File: src/rtl/aes_mode_seq_pkg.sv
// aes_mode_seq_pkg: shared types and constants for the AES block-mode sequencer
package aes_mode_seq_pkg;
  localparam int AES_BLK_W = 128;
  localparam logic AES_MODE_ECB = 1'b0;
  localparam logic AES_MODE_CBC = 1'b1;
  localparam logic AES_DIR_ENC = 1'b0;
  localparam logic AES_DIR_DEC = 1'b1;
  typedef enum logic [1:0] {IDLE, START, WAIT, OUT} state_t;
endpackage

File: src/rtl/aes_mode_seq_if.sv
// aes_mode_seq_if: input and output block streams of the mode sequencer
interface aes_mode_seq_if;
  import aes_mode_seq_pkg::*;
  logic in_valid;
  logic in_ready;
  logic [AES_BLK_W-1:0] in_data;
  logic out_valid;
  logic out_ready;
  logic [AES_BLK_W-1:0] out_data;
  modport master (output in_valid, in_data, out_ready, input in_ready, out_valid, out_data);
  modport slave (input in_valid, in_data, out_ready, output in_ready, out_valid, out_data);
endinterface

File: src/rtl/aes_mode_seq.sv
// aes_mode_seq: ECB/CBC block sequencer around one AES core with chain register and hang watchdog
module aes_mode_seq
  import aes_mode_seq_pkg::*;
#(
  parameter int unsigned TIMEOUT_CYC = 255,
  parameter int unsigned TMO_W = 8,
  parameter int unsigned BLK_CNT_W = 16
) (
  input  logic mclk,
  input  logic rst,
  input  logic cfg_en,
  input  logic cfg_mode,
  input  logic cfg_dir,
  input  logic [AES_BLK_W-1:0] cfg_iv,
  input  logic iv_ld,
  input  logic key_rdy,
  aes_mode_seq_if.slave s,
  output logic core_ld,
  output logic [AES_BLK_W-1:0] core_text_in,
  input  logic core_done,
  input  logic [AES_BLK_W-1:0] core_text_out,
  output logic [BLK_CNT_W-1:0] blk_cnt,
  output logic busy,
  output logic err_timeout
);
  state_t state, nxt;
  logic mode_q, dir_q, tmo;
  logic [AES_BLK_W-1:0] blk_q, chain;
  logic [TMO_W-1:0] wdog;
  assign s.in_ready = state == IDLE && cfg_en && key_rdy && !err_timeout && !iv_ld && !rst;
  assign tmo = state == WAIT && !core_done && wdog == TMO_W'(TIMEOUT_CYC);
  assign core_ld = state == START;
  assign busy = state != IDLE;
  // state register
  always_ff @(posedge mclk) state <= rst ? IDLE : nxt;
  // next-state: accept -> start pulse -> wait for core -> hold result until taken
  always_comb begin
    nxt = state;
    case (state)
      IDLE:    nxt = (s.in_valid && s.in_ready) ? START : IDLE;
      START:   nxt = WAIT;
      WAIT:    nxt = core_done ? OUT : tmo ? IDLE : WAIT;
      OUT:     nxt = s.out_ready ? IDLE : OUT;
      default: nxt = IDLE;
    endcase
  end
  // datapath: chaining XORs, chain register, counters and sticky timeout flag
  always_ff @(posedge mclk) begin
    if (rst) begin
      mode_q <= 1'b0;
      dir_q <= 1'b0;
      blk_q <= '0;
      chain <= '0;
      core_text_in <= '0;
      s.out_data <= '0;
      s.out_valid <= 1'b0;
      blk_cnt <= '0;
      wdog <= '0;
      err_timeout <= 1'b0;
    end else begin
      if (!cfg_en) err_timeout <= 1'b0;
      case (state)
        IDLE: begin
          if (iv_ld) begin
            chain <= cfg_iv;
            blk_cnt <= '0;
          end else if (s.in_valid && s.in_ready) begin
            mode_q <= cfg_mode;
            dir_q <= cfg_dir;
            blk_q <= s.in_data;
            core_text_in <= (cfg_mode == AES_MODE_CBC && cfg_dir == AES_DIR_ENC) ? s.in_data ^ chain : s.in_data;
          end
        end
        START: wdog <= TMO_W'(1);
        WAIT: begin
          wdog <= wdog + TMO_W'(1);
          if (core_done) begin
            s.out_data <= (mode_q == AES_MODE_CBC && dir_q == AES_DIR_DEC) ? core_text_out ^ chain : core_text_out;
            if (mode_q == AES_MODE_CBC) chain <= dir_q == AES_DIR_ENC ? core_text_out : blk_q;
            s.out_valid <= 1'b1;
          end else if (tmo) err_timeout <= 1'b1;
        end
        OUT: begin
          if (s.out_ready) begin
            s.out_valid <= 1'b0;
            blk_cnt <= blk_cnt + BLK_CNT_W'(1);
          end
        end
        default: ;
      endcase
    end
  end
endmodule
File: src/flat_wrapper.sv
// flat-port wrapper written by rule: the top's interface ports become plain ports
module aes_mode_seq_flat import aes_mode_seq_pkg::*;
#(
  parameter int unsigned TIMEOUT_CYC = 255,
  parameter int unsigned TMO_W = 8,
  parameter int unsigned BLK_CNT_W = 16
)
  (mclk, rst, cfg_en, cfg_mode, cfg_dir, cfg_iv, iv_ld, key_rdy, core_ld, core_text_in, core_done, core_text_out, blk_cnt, busy, err_timeout, s_in_valid, s_in_data, s_out_ready, s_in_ready, s_out_valid, s_out_data);
  aes_mode_seq_if s_i ();
  input  logic mclk;
  input  logic rst;
  input  logic cfg_en;
  input  logic cfg_mode;
  input  logic cfg_dir;
  input  logic [AES_BLK_W-1:0] cfg_iv;
  input  logic iv_ld;
  input  logic key_rdy;
  output logic core_ld;
  output logic [AES_BLK_W-1:0] core_text_in;
  input  logic core_done;
  input  logic [AES_BLK_W-1:0] core_text_out;
  output logic [BLK_CNT_W-1:0] blk_cnt;
  output logic busy;
  output logic err_timeout;
  input wire logic [$bits(s_i.in_valid)-1:0] s_in_valid;
  input wire logic [$bits(s_i.in_data)-1:0] s_in_data;
  input wire logic [$bits(s_i.out_ready)-1:0] s_out_ready;
  output wire logic [$bits(s_i.in_ready)-1:0] s_in_ready;
  output wire logic [$bits(s_i.out_valid)-1:0] s_out_valid;
  output wire logic [$bits(s_i.out_data)-1:0] s_out_data;
  assign s_i.in_valid = s_in_valid;
  assign s_i.in_data = s_in_data;
  assign s_i.out_ready = s_out_ready;
  assign s_in_ready = s_i.in_ready;
  assign s_out_valid = s_i.out_valid;
  assign s_out_data = s_i.out_data;
  aes_mode_seq #(.TIMEOUT_CYC(TIMEOUT_CYC), .TMO_W(TMO_W), .BLK_CNT_W(BLK_CNT_W)) u_core (.mclk(mclk), .rst(rst), .cfg_en(cfg_en), .cfg_mode(cfg_mode), .cfg_dir(cfg_dir), .cfg_iv(cfg_iv), .iv_ld(iv_ld), .key_rdy(key_rdy), .s(s_i), .core_ld(core_ld), .core_text_in(core_text_in), .core_done(core_done), .core_text_out(core_text_out), .blk_cnt(blk_cnt), .busy(busy), .err_timeout(err_timeout));
endmodule
File: config.mk
export PLATFORM = sky130hd
export DESIGN_NAME = aes_mode_seq_flat
export DESIGN_NICKNAME = d
export VERILOG_FILES = /design/src/rtl/aes_mode_seq_pkg.sv /design/src/rtl/aes_mode_seq_if.sv /design/src/rtl/aes_mode_seq.sv /design/src/flat_wrapper.sv
export SDC_FILE = /design/constraint.sdc
export NUM_CORES = 1
export LEC_CHECK = 0
export ABC_CLOCK_PERIOD_IN_PS = 3000
export BUFFER_PORTS_ARGS = -buffer_cell sky130_fd_sc_hd__buf_2
export CORE_AREA = 2 2 258 260
export DETAILED_ROUTE_END_ITERATION = 16
export DIE_AREA = 0 0 260 262
export SLEW_MARGIN = 5
export SYNTH_ARGS = -nofsm -noshare
export SYNTH_HDL_FRONTEND = slang
export SYNTH_SLANG_ARGS = --single-unit
File: constraint.sdc
create_clock -name mclk -period 3 [get_ports mclk]
set_clock_uncertainty 0.1 [all_clocks]
set_input_delay 0.15 -clock mclk [delete_from_list [all_inputs] [get_ports mclk]]
set_output_delay 0.15 -clock mclk [all_outputs]
set_load 0.03 [all_outputs]
==> flow_summary.toml, run 1 <==
[status]
outcome = "complete, no violations"

[flow_run]
cap_violations = 0

[route]
ant_nets = 0
drtIter0Drc = 1703
vias = 25100
dr.pass1.iters = 6
wl_um = 90800
avgRoutedWirePerCell_um = 18.2
viasPerCell = 5.05
drc = 0

[die]
row_count = 94
coreArea_mm2 = 0.0653
die_y_um = 262
die_w_um = 260
die_area_mm2 = 0.0681
pin_count = 671
start_util_pct = 37.3

[yosys]
synth_cell_types = 43
synth_top_area_share_pct = 44.6
synth_area_leader_cell = "dfxtp_1"
seq_area_frac_synth_pct = 44.6
syn_area_mm2 = 0.0244
async_flop_share_pct = 0
synthTopCellsByArea = "dfxtp_1 (45%), nand2_1 (12%), xor2_1 (9.5%)"
synthFlopType = "dfxtp_1"
synthCells = 2984
synth-seq-cells = 542
avgSynthCellArea_um2 = 8.16
synth-edff-count = 0
yosys_warnings = 0
synth_nets = 3385

[timing]
setup_tns_ns = 0
setup_viol = 0
fin_hold_ws_ns = 0.100
final_hold_viol_count = 0
report.final.slew_viol_count = 0
slew_headroom_pct = 28.5
rsz0062_at_grt = "no"
period_needed_ns = 2.86
worst_pin_slew_ns = 1.07
fmax_mhz = 350
timing.final.crit_share_pct = 95.2

[setup_path]
cp_num_buf_inv = 5
crit_type = "register to register"
crit_required_ns = 3.42
arrival_ns = 3.27
slowest_delay_ns = 0.62
critPathLaunchType = "register"
cp_max_fo = 35
cpLargestDelayFamily = "buffers and inverters"
end_kind = "register"
crit_path_top_delay_cell = "dlygate4sd3_1"
path_cells = "inv_1 > ha_1 > nor2b_1 > buf_4 > a211oi_4 > buf_6 > buf_16 > o211ai_1 > dlygate4sd3_1 > a21oi_1"

[final_layout]
final_cell_mix = "nand2_1 (785), buf_2 (669), dfxtp_1 (541)"
final_common_cell = "nand2_1"
final_core_util_pct = 55.0
area_growth_pct = 47.5
layout.nets = 4453
layout-drive-gt1-share_pct = 20.4

[place]
port_buffers = 670
dp_hpwl_um = 57400
routabilityCongestion = 0.854

[power]
power_leakage_nw = 13.3
p_per_area_mw_per_mm2 = 586
ir_drop_mv = 0.430

[global_routing]
grt_overflow = 0
grt_pass1_vias = 24700
met2_usage_pct = 44.3
met1_usage_pct = 30.2
grt_max_degree = 181
antenna_found_initial = 12
grt.busiest_layer = "met2"
gr-usage-all-layers_pct = 25.3
use_met3_pct = 5.32
grt_pass1_wl_um = 138000

[clock_tree]
cts_tree = "yes"
clockBufferDepth = 3
clk_latency_ns = 0.61
clkSinkCount = 542
tritoncts.num_buffers = 60
ctsRootBufferMaster = "clkbuf_16"
cts.htree.levels = 2
cts.clk_slew.worst_paths_ns = 0.06

[worst_hold_path]
hold_class = "input port to register"
[power by group]
group / leakage [nW] / switching (W) / internal, W / total [W]
registers: 4.40 / 0.000432 / 0.00782 / 0.00825
logic: 7.88 / 0.00280 / 0.00227 / 0.00506
clock network: 1.02 / 0.00311 / 0.00463 / 0.00774
total: 13.3 / 0.00634 / 0.0147 / 0.0211
[path summary, 6_finish.rpt]
path / startpoint / cells after the start / slack [ns] / endpoint
min reg2reg: u_core.blk_q[114] / 2 / 0.35 / u_core.blk_q[114]
min: core_done / 4 / 0.10 / u_core.s.out_data[61]
max: u_core.state[1] / 10 / 0.14 / u_core.chain[40]
max reg2reg: u_core.state[1] / 10 / 0.14 / u_core.chain[40]
[Yosys cell counts (2+ instances only)]
cell / count
nor3_1: 2
ha_1: 7
o21a_1: 2
buf_2: 71
nor3b_1: 2
clkbuf_1: 159
mux2i_1: 129
and2_1: 5
and3_1: 2
nand2_1: 785
dfxtp_1: 542
o211ai_1: 128
buf_4: 10
o31ai_1: 6
xor2_1: 263
nor2_1: 270
nand4_1: 9
o21ai_0: 8
inv_1: 6
nand3_1: 5
buf_1: 7
or3_1: 5
or4_1: 6
a21oi_1: 273
nor2b_1: 5
a211oi_1: 260
[state kept, by name (all words and copies together) (netlist names)]
name,cells
u_core.blk_q,128
u_core.chain,128
u_core.core_text_in,128
u_core.s.out_data,128
u_core.blk_cnt,16
u_core.wdog,8
u_core.state,2
u_core.dir_q,1
u_core.err_timeout,1
u_core.mode_q,1
u_core.s.out_valid,1
[per-stage QoR]
stage          instance area, um2  instances  worst slack (ns)  power, W
2_1_floorplan               24400       2984             0.980    0.0108
3_3_place_gp                28500       4321             0.754    0.0122
3_5_place_dp                28500       4321             0.693    0.0122
4_1_cts                     35800       4963             0.111    0.0211
5_1_grt                     35900       4977           0.00211    0.0220
6_report                    35900       4978             0.145    0.0211
[metal layers]
layer | part of all wire, % | up-vias
li1 | - | 12300
met1 | 41 | 11700
met2 | 49 | 878
met3 | 6.5 | 217
met4 | 3.6 | 2
met5 | 0.012 | -
[worst reg2reg max path, cell delays in order (launching register included)]
cell	delay, ns
dfxtp_1	0.39
inv_1	0.12
ha_1	0.26
nor2b_1	0.16
buf_4	0.16
a211oi_4	0.18
buf_6	0.18
buf_16	0.24
o211ai_1	0.20
dlygate4sd3_1	0.62
a21oi_1	0.15
[kinds of logic (layout without fill, tap and decap cells)]
logic type      after synthesis  after routing  share of synthesized area (%)
compound gates              681            681                           18.1
simple gates               1107           1107                           17.7
fa+ha+maj                     7              7                          0.360
other cells                   0             12                              0
buf+inv                     253           1371                           4.42
xor+xnor                    264            264                           9.50
mux                         130            130                           5.35
flops                       542            542                           44.6
[area by class of cell]
type / count / area, um2
Clock inverter: 24 / 309
Timing Repair Buffer: 1253 / 9400
Antenna cell: 12 / 30.0
Clock buffer: 88 / 1750
Multi-Input combinational cell: 2189 / 12500
Inverter: 6 / 22.5
Sequential cell: 542 / 10900
Fill cell: 5959 / 29400
Tap cell: 864 / 1080
[timing repair]
item | 4_1_cts | 5_1_grt
hold endpoints to repair | 522 | 0
endpoints found under the setup margin | 0 | 68
hold buffers | 530 | 0
gates resized for setup | 0 | 2
setup buffers | 0 | 2
Power figures use the tool's default switching activity.
==> run 2: changes to the inputs <==
Settings changed: CORE_AREA 2 2 258 260 to not set, CORE_ASPECT_RATIO set to 0.5, CORE_MARGIN set to 2, CORE_UTILIZATION set to 45, DIE_AREA 0 0 260 262 to not set, PLACE_DENSITY set to 0.7, RECOVER_POWER set to 100.
==> flow_summary.toml, run 2 (synthesis gave the netlist of run 1 again) <==
[power]
p_clk_share_pct = 34.3
p_per_area_mw_per_mm2 = 582
power_leakage_nw = 11.7
pwr-share-comb_pct = 24.7
ir_drop_mv = 0.393
seq_power_share_pct = 41.0
sw_frac_of_total_pct = 31.0
internal_power_w = 0.0139
p_sw_w = 0.00624

[route]
drtIter0Drc = 2126
avgRoutedWirePerCell_um = 19.2
drc = 0
ant_nets = 0
viasPerCell = 5.48
dr.pass1.iters = 6
vias = 26200
wl_um = 91800

[setup_path]
end_kind = "register"
cp_max_fo = 43
critPathLaunchType = "register"
arrival_ns = 3.29
crit_required_ns = 3.41
crit_type = "register to register"

[clock_tree]
tritoncts.num_buffers = 50
cts_tree = "yes"
ctsRootBufferMaster = "clkbuf_16"
clk_latency_ns = 0.60
cts.clk_slew.worst_paths_ns = 0.07
clkSinkCount = 542
clockBufferDepth = 3
cts.htree.levels = 2

[worst_hold_path]
hold_class = "input port to register"

[die]
pin_count = 671
start_util_pct = 45.4
coreArea_mm2 = 0.0536
die_y_um = 168
die_area_mm2 = 0.0561
row_count = 60
die_w_um = 333

[place]
routabilityCongestion = 0.877
place_area_mm2 = 0.0281
port_buffers = 670
dp_hpwl_um = 53300

[global_routing]
met1_usage_pct = 34.9
gr-usage-all-layers_pct = 30.8
antenna_found_initial = 15
grt_overflow = 0
use_met3_pct = 5.28
grt_pass1_wl_um = 139000
grt_max_degree = 195
grt_pass1_vias = 25900
grt.busiest_layer = "met2"
met2_usage_pct = 52.6

[timing]
timing.final.crit_share_pct = 95.9
worst_pin_slew_ns = 1.16
setup_viol = 0
slew_headroom_pct = 22.7
period_needed_ns = 2.88
rsz0062_at_grt = "no"
report.final.slew_viol_count = 0
setup_tns_ns = 0
final_hold_viol_count = 0
fmax_mhz = 347

[final_layout]
area_growth_pct = 42.2
final_common_cell = "nand2_1"
final_area_mm2 = 0.0346
final_cell_mix = "nand2_1 (785), dfxtp_1 (541), dlygate4sd3_1 (510)"
layout-drive-gt1-share_pct = 13.2
layout.nets = 4407

[flow_run]
cap_violations = 0

[status]
outcome = "complete, no violations"
-- run 2: area by class of cell --
cell class / count / area (um2)
repair buffers: 1217 / 8590
inverters: 6 / 22.5
flip-flops and latches: 542 / 10900
clock buffers: 69 / 1470
clock inverters: 24 / 282
well taps: 713 / 892
diodes: 19 / 47.5
fillers: 4384 / 19000
multi-input cells: 2189 / 12500
-- run 2: worst max-delay path, cell delays in order (launching register included) --
cell and delay, ns:
dfxtp_1 0.39, inv_1 0.13, ha_1 0.26, nor2b_2 0.23, a211oi_4 0.25, buf_12 0.16
buf_8 0.37, o211ai_1 0.17, dlygate4sd3_1 0.61, a21oi_1 0.15
-- run 2: what timing repair did --
action                                 4_1_cts  5_1_grt
setup endpoints to repair                    0       89
endpoints found under the hold margin      518        0
hold buffers                               510        0
resized for setup                            0        4
setup buffers                                0        1
-- run 2: metal layers --
metal | routed length (um) | part of all wire, %
met5 | 0 | 0
met1 | 34900 | 38
met3 | 5710 | 6.2
met2 | 43700 | 48
met4 | 7480 | 8.1
-- run 2: metrics by stage --
stage          utilization [%]  setup WS, ns  total power (W)  hold WS (ns)  cells
6_report                  64.6         0.122           0.0201        0.0564   4779
3_5_place_dp              52.5         0.271           0.0121         0.304   4155
4_1_cts                   65.3         0.101           0.0200        0.0201   4758
3_3_place_gp              52.5         0.381           0.0121         0.301   4155
5_1_grt                   64.6       0.00240           0.0209        0.0444   4774
2_1_floorplan                -         0.980           0.0108         0.186   2984
-- run 2: worst paths after layout --
kind,startpoint,end,slack (ns),depth (start not counted)
min,core_text_out[45],u_core.s.out_data[45],0.06,3
min reg2reg,u_core.blk_q[19],u_core.blk_q[19],0.35,2
max reg2reg,u_core.state[1],u_core.chain[86],0.12,9
max,u_core.state[1],u_core.chain[86],0.12,9
-- run 2: power by group through the flow --
stage	logic, W	clock network (W)	registers, W
2_1_floorplan	0.00208	0	0.00867
3_3_place_gp	0.00369	0	0.00836
3_5_place_dp	0.00376	0	0.00838
4_1_cts	0.00483	0.00698	0.00822
5_1_grt	0.00534	0.00729	0.00832
6_report	0.00498	0.00691	0.00826
==> run 3: changes to the inputs <==
Settings changed: CORE_UTILIZATION 45 to 36, PLACE_DENSITY 0.7 to not set.
==> flow_summary.toml, run 3 (synthesis gave the netlist of run 1 again) <==
[setup_path]
crit_required_ns = 3.42
end_kind = "register"
path_cells = "inv_1 > ha_2 > nor2b_1 > buf_4 > a211oi_4 > buf_12 > buf_8 > o211ai_1 > dlygate4sd3_1 > a21oi_1"
cp_num_buf_inv = 5
critPathLaunchType = "register"
cpLargestDelayFamily = "buffers and inverters"
arrival_ns = 3.31
slowest_delay_ns = 0.59
crit_type = "register to register"
crit_path_top_delay_cell = "dlygate4sd3_1"
cp_max_fo = 30

[power]
p_total_w = 0.0207
ir_drop_mv = 0.393
power_leakage_nw = 11.9
p_per_area_mw_per_mm2 = 590

[place]
routabilityCongestion = 0.896
port_buffers = 670
dp_hpwl_um = 58500

[die]
row_count = 67
die_area_mm2 = 0.0699
die_w_um = 372
pin_count = 671
coreArea_mm2 = 0.0669
start_util_pct = 36.4
die_y_um = 188

[timing]
worst_pin_slew_ns = 1.71
rsz0062_at_grt = "no"
fmax_mhz = 346
period_needed_ns = 2.89
fin_hold_ws_ns = 0.0596
report.final.slew_viol_count = 207
setup_tns_ns = 0
final_hold_viol_count = 0
setup_viol = 0
slew_headroom_pct = -13.8
timing.final.crit_share_pct = 96.2

[route]
viasPerCell = 5.13
drtIter0Drc = 1596
vias = 25600
wl_um = 94700
ant_nets = 0
drc = 0
dr.pass1.iters = 5
avgRoutedWirePerCell_um = 19.0

[global_routing]
grt_pass1_vias = 25100
gr-usage-all-layers_pct = 25.7
antenna_found_initial = 19
grt_pass1_wl_um = 142000
grt_max_degree = 207
grt_overflow = 0

[final_layout]
layout.nets = 4426
area_growth_pct = 44.3
multiInputGateArea_mm2 = 0.0125
final_cell_mix = "nand2_1 (785), dfxtp_1 (541), dlygate4sd3_1 (523)"
seqCellArea_mm2 = 0.0109
final_common_cell = "nand2_1"
n_fill_cell = 6290
layout-drive-gt1-share_pct = 13.1

[clock_tree]
ctsRootBufferMaster = "clkbuf_16"
cts.clk_slew.worst_paths_ns = 0.07
cts.htree.levels = 2
clockBufferDepth = 3
tritoncts.num_buffers = 53
clkSinkCount = 542
clk_latency_ns = 0.61
cts_tree = "yes"

[worst_hold_path]
hold_class = "input port to register"

[status]
violations = "max-capacitance violations, max-slew violations"
outcome = "finished, violations left"

[flow_run]
cap_violations = 1
-- run 3: cell types whose count changed in the layout (fill, tap and decap cells not counted), moves of 2 or more --
cell,change
and2_0,+2
clkbuf_16,+4
dlygate4sd3_1,+13
clkbuf_2,-2
buf_4,-3
clkbuf_8,-2
clkbuf_4,+4
clkinv_2,-2
buf_6,+2
clkbuf_1,+4
bufinv_16,+2
-- run 3: path summary, 6_finish.rpt --
path / from / to / slack (ns) / cells after the start
min reg2reg: u_core.blk_q[7] / u_core.blk_q[7] / 0.36 / 2
min: s_in_valid / u_core.blk_q[50] / 0.06 / 5
max reg2reg: u_core.state[1] / u_core.chain[96] / 0.11 / 10
max: u_core.state[1] / u_core.chain[96] / 0.11 / 10
-- run 3: routing by layer --
layer | up-vias | track usage, % | share of wire, %
met5 | - | 0 | 0.014
met4 | 2 | 16.7 | 6.9
met3 | 346 | 4.14 | 5.4
met2 | 929 | 43.5 | 48
met1 | 12000 | 30.1 | 40
li1 | 12200 | - | -
-- run 3: where the power goes --
part	leakage, nW	switching [W]	internal (W)
Sequential	4.40	0.000423	0.00782
Combinational	6.55	0.00294	0.00220
Clock	0.920	0.00309	0.00425
Total	11.9	0.00645	0.0143
-- run 3: layout make-up --
cell class,count,share of cell area [%]
Antenna cell,18,0.128
Clock buffer,72,4.35
Clock inverter,23,0.944
Inverter,6,0.0641
Multi-Input combinational cell,2189,35.5
Sequential cell,542,30.9
Tap cell,897,3.19
Timing Repair Buffer,1233,25.0
-- run 3: per-stage QoR --
step,setup WS [ns],std cells,utilization (%),instance area (um2)
2_1_floorplan,0.980,2984,-,24400
3_3_place_gp,0.715,4340,42.5,28400
3_5_place_dp,0.602,4340,42.5,28400
4_1_cts,0.112,4958,53.1,35500
5_1_grt,0.0160,4978,52.5,35100
6_report,0.113,4980,52.5,35100
-- run 3: worst min-delay path: stages --
cell     delay (ns)
buf_2          0.12
and4_4         0.16
buf_4          0.17
nand2_1        0.07
a21oi_1        0.05
-- run 3: repair_timing --
item / in CTS / in global routing
endpoints found under the hold margin: 520 / 0
buffers inserted: 0 / 1
setup endpoints to repair: 0 / 106
hold buffers: 523 / 0
resized for setup: 0 / 11
